`src/rtl/adc_spi_pkg.sv`:
```
// adc_spi_pkg -- shared definitions for the adc_spi_reader slice.
//   * default parameter values of the reader
//   * FSM state encoding (IDLE, SETUP, SHIFT, QUIET)
//   * counter width helpers
package adc_spi_pkg;

  localparam int DEF_CLK_DIV    = 2;
  localparam int DEF_FRAME_BITS = 16;
  localparam int DEF_LEAD_BITS  = 4;
  localparam int DEF_DATA_W     = 12;
  localparam int DEF_OFFSET_BIN = 0;
  localparam int DEF_QUIET_CYC  = 4;

  // Legacy-compatible 2-bit state encoding.
  typedef logic [1:0] state_t;
  localparam state_t IDLE  = 2'd0;
  localparam state_t SETUP = 2'd1;
  localparam state_t SHIFT = 2'd2;
  localparam state_t QUIET = 2'd3;

  // Width of the per-frame bit counter (holds 0..FRAME_BITS).
  function automatic int bit_cnt_w(input int frame_bits);
    return $clog2(frame_bits + 1);
  endfunction

  // Width of a counter that runs 0..max_val-1 (at least one bit).
  function automatic int cnt_w(input int max_val);
    return (max_val < 2) ? 1 : $clog2(max_val);
  endfunction

endpackage

```
`src/rtl/adc_spi_reader_if.sv`:
```
// adc_spi_reader_if -- request/ready handshake towards data_acquire plus the
// ADC SPI pins.
//   adc_data_req_i  conversion request (rising edge starts a frame)
//   adc_data_rdy_o  sample valid level
//   adc_data_o      last sample, DATA_W bits
//   cs_n_o          ADC chip select, active-low
//   sclk_o          ADC serial clock, idles high
//   miso_i          ADC serial data, MSB first
// Modports: slave = the reader, master = requester / ADC side.
interface adc_spi_reader_if
  import adc_spi_pkg::*;
#(
  parameter int DATA_W = DEF_DATA_W
);

  logic              adc_data_req_i;
  logic              adc_data_rdy_o;
  logic [DATA_W-1:0] adc_data_o;
  logic              cs_n_o;
  logic              sclk_o;
  logic              miso_i;

  modport slave (
    input  adc_data_req_i,
    input  miso_i,
    output adc_data_rdy_o,
    output adc_data_o,
    output cs_n_o,
    output sclk_o
  );

  modport master (
    output adc_data_req_i,
    output miso_i,
    input  adc_data_rdy_o,
    input  adc_data_o,
    input  cs_n_o,
    input  sclk_o
  );

endinterface

```
`src/rtl/adc_spi_sclk_gen.sv`:
```
// adc_spi_sclk_gen -- SCLK divider for adc_spi_reader.
//   clk_i        system clock
//   reset_n_i    synchronous active-low reset
//   start        pulse: begin the first SCLK low phase on the next edge
//   en           high while the reader is shifting
//   last         current period is the final one of the frame
//   sclk_o       registered serial clock, idles high
//   rise         strobe on the cycle sclk_o goes 0->1
//   period_done  strobe on the cycle a high phase completes
module adc_spi_sclk_gen
  import adc_spi_pkg::*;
#(
  parameter int CLK_DIV = DEF_CLK_DIV
) (
  input  logic clk_i,
  input  logic reset_n_i,
  input  logic start,
  input  logic en,
  input  logic last,
  output logic sclk_o,
  output logic rise,
  output logic period_done
);

  localparam int DW = cnt_w(CLK_DIV);

  logic [DW-1:0] div_cnt;
  logic          phase_end;

  assign phase_end   = en && (div_cnt == DW'(CLK_DIV - 1));
  assign rise        = phase_end && !sclk_o;
  assign period_done = phase_end && sclk_o;

  always_ff @(posedge clk_i) begin
    if (!reset_n_i) begin
      div_cnt <= '0;
      sclk_o  <= 1'b1;
    end else if (start) begin
      // SCLK falls on the same edge the reader enters SHIFT.
      div_cnt <= '0;
      sclk_o  <= 1'b0;
    end else if (!en) begin
      div_cnt <= '0;
      sclk_o  <= 1'b1;
    end else if (phase_end) begin
      div_cnt <= '0;
      // After the final high phase SCLK stays high (idle) instead of falling.
      sclk_o  <= ~sclk_o | last;
    end else begin
      div_cnt <= div_cnt + 1'b1;
    end
  end

endmodule

```
`src/rtl/adc_spi_reader.sv`:
```
// adc_spi_reader -- SPI front end for the external serial ADC.
// Each rising edge of adc_data_req_i runs one chip-select frame, shifts in
// FRAME_BITS bits and presents the DATA_W-bit sample field on adc_data_o with
// a level-type adc_data_rdy_o. Optional offset-binary to two's-complement
// conversion by inverting the sample MSB.
//   clk_i      system clock, the only clock
//   reset_n_i  synchronous active-low reset
//   bus        adc_spi_reader_if.slave: request/ready/data + SPI pins
module adc_spi_reader
  import adc_spi_pkg::*;
#(
  parameter int CLK_DIV    = DEF_CLK_DIV,
  parameter int FRAME_BITS = DEF_FRAME_BITS,
  parameter int LEAD_BITS  = DEF_LEAD_BITS,
  parameter int DATA_W     = DEF_DATA_W,
  parameter int OFFSET_BIN = DEF_OFFSET_BIN,
  parameter int QUIET_CYC  = DEF_QUIET_CYC
) (
  input logic             clk_i,
  input logic             reset_n_i,
  adc_spi_reader_if.slave bus
);

  if (LEAD_BITS + DATA_W > FRAME_BITS) begin : g_bad_layout
    $error("adc_spi_reader: LEAD_BITS + DATA_W exceeds FRAME_BITS");
  end
  if (CLK_DIV < 1) begin : g_bad_div
    $error("adc_spi_reader: CLK_DIV must be at least 1");
  end
  if (FRAME_BITS < 2) begin : g_bad_frame
    $error("adc_spi_reader: FRAME_BITS must be at least 2");
  end
  if (QUIET_CYC < 1) begin : g_bad_quiet
    $error("adc_spi_reader: QUIET_CYC must be at least 1");
  end

  localparam int BCW = bit_cnt_w(FRAME_BITS);
  localparam int CCW = cnt_w((CLK_DIV > QUIET_CYC) ? CLK_DIV : QUIET_CYC);

  state_t                state;
  logic                  req_d;
  logic                  req_edge;
  logic                  pending;
  logic [BCW-1:0]        bit_cnt;
  logic [CCW-1:0]        cyc_cnt;
  logic [FRAME_BITS-1:0] shift_q;
  logic                  cs_n_q;
  logic                  rdy_q;
  logic [DATA_W-1:0]     data_q;
  logic [DATA_W-1:0]     sample;

  logic setup_done;
  logic last_bit;
  logic sclk;
  logic sclk_rise;
  logic sclk_period_done;

  assign req_edge   = bus.adc_data_req_i & ~req_d;
  assign setup_done = (state == SETUP) && (cyc_cnt == CCW'(CLK_DIV - 1));
  assign last_bit   = (bit_cnt == BCW'(FRAME_BITS - 1));

  adc_spi_sclk_gen #(
    .CLK_DIV (CLK_DIV)
  ) u_sclk_gen (
    .clk_i       (clk_i),
    .reset_n_i   (reset_n_i),
    .start       (setup_done),
    .en          (state == SHIFT),
    .last        (last_bit),
    .sclk_o      (sclk),
    .rise        (sclk_rise),
    .period_done (sclk_period_done)
  );

  // Sample field of the completed frame, optionally converted to signed.
  always_comb begin
    sample = shift_q[FRAME_BITS-LEAD_BITS-1 -: DATA_W];
    if (OFFSET_BIN != 0) begin
      sample[DATA_W-1] = ~sample[DATA_W-1];
    end
  end

  always_ff @(posedge clk_i) begin
    if (!reset_n_i) begin
      state   <= IDLE;
      req_d   <= 1'b0;
      pending <= 1'b0;
      bit_cnt <= '0;
      cyc_cnt <= '0;
      shift_q <= '0;
      cs_n_q  <= 1'b1;
      rdy_q   <= 1'b0;
      data_q  <= '0;
    end else begin
      req_d <= bus.adc_data_req_i;

      // A request while busy is remembered once; further edges are dropped.
      if (req_edge && (state != IDLE)) begin
        pending <= 1'b1;
      end

      case (state)
        IDLE: begin
          if (req_edge || pending) begin
            state   <= SETUP;
            pending <= 1'b0;
            cs_n_q  <= 1'b0;
            rdy_q   <= 1'b0;
            cyc_cnt <= '0;
          end
        end

        SETUP: begin
          if (setup_done) begin
            state   <= SHIFT;
            bit_cnt <= '0;
            cyc_cnt <= '0;
          end else begin
            cyc_cnt <= cyc_cnt + 1'b1;
          end
        end

        SHIFT: begin
          if (sclk_rise) begin
            shift_q <= {shift_q[FRAME_BITS-2:0], bus.miso_i};
          end
          if (sclk_period_done) begin
            if (last_bit) begin
              state   <= QUIET;
              cs_n_q  <= 1'b1;
              data_q  <= sample;
              rdy_q   <= 1'b1;
              cyc_cnt <= '0;
            end else begin
              bit_cnt <= bit_cnt + 1'b1;
            end
          end
        end

        QUIET: begin
          if (cyc_cnt == CCW'(QUIET_CYC - 1)) begin
            state <= IDLE;
          end else begin
            cyc_cnt <= cyc_cnt + 1'b1;
          end
        end

        default: state <= IDLE;
      endcase
    end
  end

  assign bus.cs_n_o         = cs_n_q;
  assign bus.sclk_o         = sclk;
  assign bus.adc_data_rdy_o = rdy_q;
  assign bus.adc_data_o     = data_q;

endmodule
```
`src/flat_wrapper.sv`:
```
// flat-port wrapper written by rule: the top's interface ports become plain ports
module adc_spi_reader_flat import adc_spi_pkg::*;
#(
  parameter int CLK_DIV    = DEF_CLK_DIV,
  parameter int FRAME_BITS = DEF_FRAME_BITS,
  parameter int LEAD_BITS  = DEF_LEAD_BITS,
  parameter int DATA_W     = DEF_DATA_W,
  parameter int OFFSET_BIN = DEF_OFFSET_BIN,
  parameter int QUIET_CYC  = DEF_QUIET_CYC
)
  (clk_i, reset_n_i, bus_adc_data_req_i, bus_miso_i, bus_adc_data_rdy_o, bus_adc_data_o, bus_cs_n_o, bus_sclk_o);
  adc_spi_reader_if #(.DATA_W(DATA_W)) bus_i ();
  input logic clk_i;
  input logic reset_n_i;
  input wire logic [$bits(bus_i.adc_data_req_i)-1:0] bus_adc_data_req_i;
  input wire logic [$bits(bus_i.miso_i)-1:0] bus_miso_i;
  output wire logic [$bits(bus_i.adc_data_rdy_o)-1:0] bus_adc_data_rdy_o;
  output wire logic [$bits(bus_i.adc_data_o)-1:0] bus_adc_data_o;
  output wire logic [$bits(bus_i.cs_n_o)-1:0] bus_cs_n_o;
  output wire logic [$bits(bus_i.sclk_o)-1:0] bus_sclk_o;
  assign bus_i.adc_data_req_i = bus_adc_data_req_i;
  assign bus_i.miso_i = bus_miso_i;
  assign bus_adc_data_rdy_o = bus_i.adc_data_rdy_o;
  assign bus_adc_data_o = bus_i.adc_data_o;
  assign bus_cs_n_o = bus_i.cs_n_o;
  assign bus_sclk_o = bus_i.sclk_o;
  adc_spi_reader #(.CLK_DIV(CLK_DIV), .FRAME_BITS(FRAME_BITS), .LEAD_BITS(LEAD_BITS), .DATA_W(DATA_W), .OFFSET_BIN(OFFSET_BIN), .QUIET_CYC(QUIET_CYC)) u_core (.clk_i(clk_i), .reset_n_i(reset_n_i), .bus(bus_i));
endmodule
```
`config.mk`:
```
export PLATFORM = sky130hd
export DESIGN_NAME = adc_spi_reader_flat
export DESIGN_NICKNAME = d
export VERILOG_FILES = /design/src/rtl/adc_spi_pkg.sv /design/src/rtl/adc_spi_reader_if.sv /design/src/rtl/adc_spi_sclk_gen.sv /design/src/rtl/adc_spi_reader.sv /design/src/flat_wrapper.sv
export SDC_FILE = /design/constraint.sdc
export NUM_CORES = 1
export LEC_CHECK = 0
export BUFFER_PORTS_ARGS = -buffer_cell sky130_fd_sc_hd__buf_2
export CORE_ASPECT_RATIO = 0.6
export CORE_UTILIZATION = 59
export CTS_BUF_LIST = sky130_fd_sc_hd__clkbuf_4 sky130_fd_sc_hd__clkbuf_8
export CTS_CLUSTER_DIAMETER = 120
export DETAILED_ROUTE_END_ITERATION = 8
export PLACE_DENSITY_LB_ADDON = 0.08
export SYNTH_ARGS = -nofsm -noshare
export SYNTH_HDL_FRONTEND = slang
export SYNTH_SLANG_ARGS = --single-unit
```
`constraint.sdc`:
```
create_clock -name clk_i -period 2.2 [get_ports clk_i]
set_clock_uncertainty 0.1 [all_clocks]
set_input_delay 0.33 -clock clk_i [delete_from_list [all_inputs] [get_ports clk_i]]
set_output_delay 0.33 -clock clk_i [all_outputs]
set_load 0.01 [all_outputs]
```
==> impl_metrics.yaml, run 1 <==
status:
  outcome: "finished clean"
placed_design:
  io_buffers: 18
  post-place-ws_ps: 30.6
  dp_hpwl_um: 2510
  gp_congestion: 0.785
pwr:
  p_switching_mw: 0.506
  power_mw: 1.66
  seq_power_share: 0.470
  p_per_area_nw_per_um2: 906
  cell_internal_pwr_mw: 1.16
  vdd_ir_drop_max_mv: 0.659
  p_leak_nw: 0.710
  combPwrFrac: 0.260
  swShare: 0.304
  p_clk_frac: 0.270
grt:
  grt_pass1_vias: 1257
  grt_max_degree: 31
  grt_first_pass_wirelength_um: 5710
  grt_usage: 0.253
  antenna_found_initial: 0
  gr-total-overflow: 0
final_layout:
  fin_nets: 229
  drive_gt1_frac: 0.167
  syn_to_final_growth_pct: 10.6
  layout_common_cells: "62 x nand2_1, 39 x dfxtp_1, 26 x a21oi_1"
  mostFrequentLayoutCell: "nand2_1"
  diodes: 0
critical_path:
  critPathMaxFanout: 7
  crit_type: "flip-flop to flip-flop"
  required_ps: 2230
  arrival_ps: 2190
  end_kind: "flip-flop"
  slowest_delay_ps: 410
  path_cells: "ha_1, and3_1, ha_2, nand3b_1, a211o_4, o21ai_1, a21oi_1"
  start_kind: "flip-flop"
  slowest_stage: "a211o_4"
worst_hold_path:
  min_path_type: "primary input to flip-flop"
logic_synthesis:
  ys.flop_type: "dfxtp_1"
  yosys-top-cells-area: "dfxtp_1 47%, nand2_1 14%, a21oi_1 7.8%, ha_1 6.0%, mux2i_1 3.0%"
  yosys_warnings: 0
  synthesis.area_um2: 1660
  seq_area_frac_synth: 0.471
  ys_ff_latch: 39
  syn_nets: 211
  postSynthAreaPerCell_um2: 8.33
  synth_edf_count: 0
  syn_inst: 199
  yosysUniqueCellTypes: 33
  synth_top_area_frac: 0.471
  yosys.area.top_type: "dfxtp_1"
  async_flop_share: 0
clock_tree:
  numCtsBuffers: 5
  clockBufferDepth: 2
  cts_max_level: 2
  clkTransAtPathRegs_ps: 70
  clockRootBuffer: "clkbuf_8"
  cts.sinks: 39
  insertion_delay_ps: 290
  cts_tree: "done"
floorplanning:
  ios: 19
  dieHeight_um: 43.1
  die_width_um: 70.4
  coreArea_um2: 2570
  initial_core_util: 0.644
  dieArea_um2: 3030
  rows: 14
drt:
  num_vias: 1397
  wire_per_inst_um: 14.3
  drtIter0Drc: 150
  vias_per_cell: 5.63
  ant_nets: 0
  drc_errors: 0
  wirelength_um: 3550
  firstDrtPassIters: 4
sta:
  slew_violations: 0
  hold_violations: 0
  setup_viol: 0
  rsz0062_at_grt: "false"
  timing.final.ws_setup_ps: 41.2
  fin_crit_ps: 2160
  fin_crit_sh: 0.981
  tightest_slew_ps: 868
  holdWs_ps: 170
  setup_tns_ps: 0
  relSlewSlack: 0.420
  fmax_ghz: 0.463
job:
  drv_cap: 0
==> repair_timing <==
item,4_1_cts,5_1_grt
endpoints found under the setup margin,0,3
resized for setup,0,3
hold buffers,0,0
buffers inserted,0,1
==> layer usage <==
| layer | global-route usage | up-vias | wire length [µm] |
|---|---|---|---|
| met4 | 0.116 | 0 | 27 |
| met1 | 0.335 | 656 | 1700 |
| met2 | 0.390 | 47 | 1620 |
| met5 | 0 | - | 0 |
| met3 | 0.0641 | 3 | 200 |
| li1 | - | 691 | - |
==> sequential cells by signal, summed over array words and instances (netlist names) <==
| name | count |
|---|---|
| u_core.bit_cnt | 5 |
| u_core.bus.adc_data_o | 12 |
| u_core.state | 2 |
| u_core.u_sclk_gen.sclk_o | 1 |
| u_core.bus.cs_n_o | 1 |
| u_core.pending | 1 |
| u_core.u_sclk_gen.div_cnt | 1 |
| u_core.shift_q | 12 |
| u_core.req_d | 1 |
| u_core.bus.adc_data_rdy_o | 1 |
| u_core.cyc_cnt | 2 |
==> per-stage QoR <==
stage / cell area [µm²] / cells / util
2_1_floorplan: 1660 / 199 / -
3_3_place_gp: 1740 / 241 / 0.675
3_5_place_dp: 1740 / 241 / 0.675
4_1_cts: 1820 / 247 / 0.705
5_1_grt: 1830 / 248 / 0.712
6_report: 1830 / 248 / 0.712
==> final cells by class <==
type,instances,area (µm²)
well taps,32,40.0
repair buffers,20,105
fillers,214,741
flip-flops and latches,39,781
clock buffers,6,76.3
inverters,8,30.0
multi-input cells,143,802
==> power groups by stage <==
stage / clock network, mW / registers [mW] / logic, mW
finish: 0.448 / 0.781 / 0.432
global route: 0.481 / 0.785 / 0.473
CTS: 0.453 / 0.781 / 0.405
detailed placement: 0 / 0.797 / 0.403
global placement: 0 / 0.793 / 0.381
floorplan: 0 / 0.792 / 0.319
==> logic make-up after synthesis <==
family	Yosys count	share of synthesized area
fa+ha+maj	8	0.0604
mux	5	0.0302
flops	39	0.471
simple gates	90	0.245
buf+inv	17	0.0521
compound gates	40	0.141
==> cells in the mapped netlist, types with 2 or more instances <==
master and n:
inv_1 8, buf_6 2, or2_2 2, nor2_1 7, clkbuf_1 3, and3_4 2
o21ai_0 3, dfxtp_1 39, a21oi_1 26, nand2_1 62, nand3b_1 4, mux2i_1 5
buf_2 3, ha_1 8, nand3_1 6, a21o_1 2
==> final timing paths <==
| kind | startpoint | to | slack [ps] | cells after the start |
|---|---|---|---|---|
| max | u_core.bit_cnt[0] | u_core.bit_cnt[2] | 40 | 7 |
| min | bus_adc_data_req_i | u_core.req_d | 170 | 2 |
| max reg2reg | u_core.bit_cnt[0] | u_core.bit_cnt[2] | 40 | 7 |
| min reg2reg | u_core.bus.adc_data_o[11] | u_core.bus.adc_data_o[11] | 350 | 2 |
==> critical path, delay by kind of cell, from the launching register on <==
kind | cells | cell delay (ps)
AOI/OAI and AO/OA | 3 | 690
adders and majority gates | 2 | 460
and+or+nand+nor | 2 | 410
DFF | 1 | 340
Note: power is estimated with default switching activity, not from simulation.
==> inputs of run 2 (changes only) <==
--- a/config.mk
+++ b/config.mk
@@ -11,6 +11,7 @@
 export CTS_BUF_LIST = sky130_fd_sc_hd__clkbuf_4 sky130_fd_sc_hd__clkbuf_8
 export CTS_CLUSTER_DIAMETER = 120
 export DETAILED_ROUTE_END_ITERATION = 8
+export GPL_TIMING_DRIVEN = 0
 export PLACE_DENSITY_LB_ADDON = 0.08
 export SYNTH_ARGS = -nofsm -noshare
 export SYNTH_HDL_FRONTEND = slang
==> impl_metrics.yaml, run 2 (synthesis results as in run 1) <==
status:
  outcome: "finished clean"
clock_tree:
  insertion_delay_ps: 290
  post_cts_buffers: 0
  numCtsBuffers: 5
  holdBufCountCts: 0
  clockRootBuffer: "clkbuf_8"
  clockBufferDepth: 2
  cts_resized: 0
  clkTransAtPathRegs_ps: 80
  cts_tree: "done"
  cts.sinks: 39
  cts_max_level: 2
pwr:
  p_per_area_nw_per_um2: 960
  vdd_ir_drop_max_mv: 0.642
  p_leak_nw: 0.753
  power_mw: 1.84
worst_hold_path:
  min_path_type: "primary input to flip-flop"
floorplanning:
  initial_core_util: 0.644
  dieArea_um2: 3030
  die_width_um: 70.4
  coreArea_um2: 2570
  dieHeight_um: 43.1
  ios: 19
  rows: 14
drt:
  ant_nets: 0
  wirelength_um: 3750
  vias_per_cell: 5.66
  highest_layer: "met4"
  firstDrtPassIters: 4
  drc_errors: 0
  drt-met1-wl_um: 1790
  wire_per_inst_um: 14.6
  drtIter0Drc: 129
  dr_wl_met3_um: 238
  met2_wirelength_um: 1670
  num_vias: 1455
sta:
  setup_tns_ps: 0
  rsz0062_at_grt: "false"
  hold_violations: 0
  fin_crit_sh: 0.953
  fin_crit_ps: 2100
  slew_violations: 0
  setup_viol: 0
  holdWs_ps: 152
  tightest_slew_ps: 509
  relSlewSlack: 0.661
  fmax_ghz: 0.477
  timing.final.ws_setup_ps: 103
grt:
  grt_max_degree: 13
  antenna_found_initial: 0
  grt_usage: 0.265
  grt_pass1_vias: 1334
  gr-total-overflow: 0
  grt_first_pass_wirelength_um: 6030
critical_path:
  critical_path_buf_inv_count: 0
  crit_type: "flip-flop to flip-flop"
  slowest_stage: "a211o_4"
  start_kind: "flip-flop"
  slowest_delay_ps: 400
  critPathMaxFanout: 7
  crit_family: "compound AO/OA/AOI/OAI gates"
  arrival_ps: 2160
  required_ps: 2260
  path_cells: "ha_1, and3_1, ha_2, nand3b_1, a211o_4, o21ai_1, a21oi_1"
  end_kind: "flip-flop"
placed_design:
  dp_hpwl_um: 2670
  post-place-ws_ps: 55.4
  io_buffers: 18
  gp_congestion: 0.846
final_layout:
  final_core_util: 0.744
  fin_nets: 236
  layout_common_cells: "62 x nand2_1, 39 x dfxtp_1, 26 x a21oi_1"
  drive_gt1_frac: 0.187
  syn_to_final_growth_pct: 15.6
  diodes: 0
  mostFrequentLayoutCell: "nand2_1"
job:
  drv_cap: 0
[run 2: cell count changes in the layout (fill, tap and decap cells not counted), sizes merged]
cell,delta
clkbuf,+3
bufinv,+1
clkinv,+1
buf,+4
[run 2: cell type report]
cell class | instances | area [µm²]
multi-input combinational | 143 | 802
sequential | 39 | 781
fill | 188 | 658
timing repair buffer | 18 | 90.1
clock buffer | 6 | 82.6
buffer | 9 | 56.3
tap | 32 | 40.0
clock inverter | 2 | 35.0
inverter | 8 | 30.0
[run 2: per-stage QoR]
step / std cells / instance area [µm²]
final: 257 / 1920
after global routing: 257 / 1920
after CTS: 257 / 1910
after detailed placement: 249 / 1790
after global placement: 249 / 1790
after floorplan: 199 / 1660
[run 2: final timing paths]
| kind | from | to | slack, ps | depth (start not counted) |
|---|---|---|---|---|
| setup / recovery | u_core.bit_cnt[0] | u_core.bit_cnt[2] | 100 | 7 |
| hold / removal | bus_adc_data_req_i | u_core.req_d | 150 | 2 |
| setup reg to reg | u_core.bit_cnt[0] | u_core.bit_cnt[2] | 100 | 7 |
| hold reg to reg | u_core.bus.adc_data_o[7] | u_core.bus.adc_data_o[7] | 350 | 2 |
[run 2: where the power goes]
part           switching, mW  leakage (nW)  internal [mW]  total [mW]
sequential            0.0379         0.315          0.744       0.782
combinational          0.242         0.376          0.193       0.435
clock                  0.255        0.0612          0.367       0.622
[run 2: layer usage]
| layer | global-route usage | up-vias |
|---|---|---|
| met5 | 0 | - |
| met4 | 0.108 | 0 |
| met3 | 0.0641 | 7 |
| met2 | 0.421 | 47 |
| met1 | 0.350 | 691 |
| li1 | - | 710 |
==> inputs of run 3 (changes only) <==
--- a/config.mk
+++ b/config.mk
@@ -6,7 +6,7 @@
 export NUM_CORES = 1
 export LEC_CHECK = 0
 export BUFFER_PORTS_ARGS = -buffer_cell sky130_fd_sc_hd__buf_2
-export CORE_ASPECT_RATIO = 0.6
+export CORE_ASPECT_RATIO = 1.4
 export CORE_UTILIZATION = 59
 export CTS_BUF_LIST = sky130_fd_sc_hd__clkbuf_4 sky130_fd_sc_hd__clkbuf_8
 export CTS_CLUSTER_DIAMETER = 120
==> impl_metrics.yaml, run 3 (synthesis results as in run 1) <==
status:
  outcome: "finished clean"
clock_tree:
  clkTransAtPathRegs_ps: 120
  clockBufferDepth: 2
  clockRootBuffer: "clkbuf_4"
  insertion_delay_ps: 370
  cts_tree: "done"
  cts_resized: 0
  post_cts_buffers: 0
  cts_max_level: 2
  holdBufCountCts: 0
  numCtsBuffers: 5
  cts.sinks: 39
floorplanning:
  initial_core_util: 0.627
  coreArea_um2: 2640
  die_width_um: 46.8
  rows: 22
  ios: 19
  dieArea_um2: 3030
  dieHeight_um: 64.7
placed_design:
  place_area_um2: 1790
  dp_hpwl_um: 2340
  io_buffers: 18
  gp_congestion: 0.782
grt:
  grt_max_degree: 14
  grt_pass1_vias: 1353
  gr-total-overflow: 0
  grt_usage: 0.260
  grt_first_pass_wirelength_um: 5490
  antenna_found_initial: 0
critical_path:
  critPathMaxFanout: 7
  required_ps: 2340
  crit_type: "flip-flop to flip-flop"
  end_kind: "flip-flop"
  arrival_ps: 2250
  ff2ff_setup_slack_ps: 100
  start_kind: "flip-flop"
final_layout:
  drive_gt1_frac: 0.178
  syn_to_final_growth_pct: 14.5
  diodes: 0
  mostFrequentLayoutCell: "nand2_1"
  fin_nets: 236
  multi_input_area_um2: 791
  fillCellCount: 209
  stdcell_area_um2: 1900
  seq_area_um2: 781
  layout_common_cells: "62 x nand2_1, 39 x dfxtp_1, 26 x a21oi_1"
sta:
  fmax_ghz: 0.475
  relSlewSlack: 0.686
  slew_violations: 0
  setup_viol: 0
  fin_crit_ps: 2100
  tightest_slew_ps: 471
  hold_violations: 0
  fin_crit_sh: 0.956
  rsz0062_at_grt: "false"
  setup_tns_ps: 0
drt:
  vias_per_cell: 5.30
  wirelength_um: 3220
  ant_nets: 0
  drtIter0Drc: 42
  firstDrtPassIters: 5
  drc_errors: 0
  wire_per_inst_um: 12.3
  num_vias: 1382
pwr:
  p_leak_nw: 0.742
  vdd_ir_drop_max_mv: 0.763
  p_per_area_nw_per_um2: 936
job:
  drv_cap: 0
worst_hold_path:
  min_path_type: "primary input to flip-flop"
==> run 3: layout make-up <==
| cell class | count | area share |
|---|---|---|
| clock buffer | 5 | 0.0198 |
| multi-input combinational | 143 | 0.417 |
| sequential | 39 | 0.411 |
| tap | 36 | 0.0237 |
| buffer | 9 | 0.0297 |
| inverter | 8 | 0.0158 |
| timing repair buffer | 18 | 0.0475 |
| clock inverter | 3 | 0.0356 |
==> run 3: final timing paths <==
path	endpoint	depth (start not counted)	startpoint
worst max-delay path	u_core.bit_cnt[2]	7	u_core.bit_cnt[0]
worst min-delay path	u_core.req_d	2	bus_adc_data_req_i
worst max register to register	u_core.bit_cnt[2]	7	u_core.bit_cnt[0]
worst min register to register	u_core.bus.adc_data_o[11]	2	u_core.shift_q[11]
==> run 3: routing by layer <==
layer / up-vias / track usage / wire (µm)
met3: 12 / 0.0808 / 131
met5: - / 0 / 0
met4: 0 / 0.164 / 85
li1: 711 / - / -
met1: 619 / 0.249 / 1270
met2: 40 / 0.450 / 1730
==> run 3: report_power, final <==
part / leakage (nW) / internal [mW] / total (mW) / switching [mW]
Combinational: 0.376 / 0.178 / 0.396 / 0.218
Clock: 0.0514 / 0.353 / 0.600 / 0.247
Sequential: 0.315 / 0.744 / 0.780 / 0.0360
Total: 0.742 / 1.28 / 1.78 / 0.501
==> run 3: critical path, cell delays in order, from the launching register on <==
cell	delay [ps]
dfxtp_1	360
ha_1	230
and3_1	190
ha_1	260
nand3b_1	200
a211o_1	400
o21ai_1	160
a21oi_1	80
==> run 3: metrics by stage <==
stage,power [mW],hold slack (ps),util,cells,setup slack (ps)
after floorplan,1.11,332,-,199,292
after global placement,1.18,338,0.679,253,156
after detailed placement,1.19,344,0.679,253,143
after CTS,1.79,70.8,0.718,261,104
after global routing,1.87,71.3,0.718,261,16.8
final,1.78,72.9,0.718,261,96.1
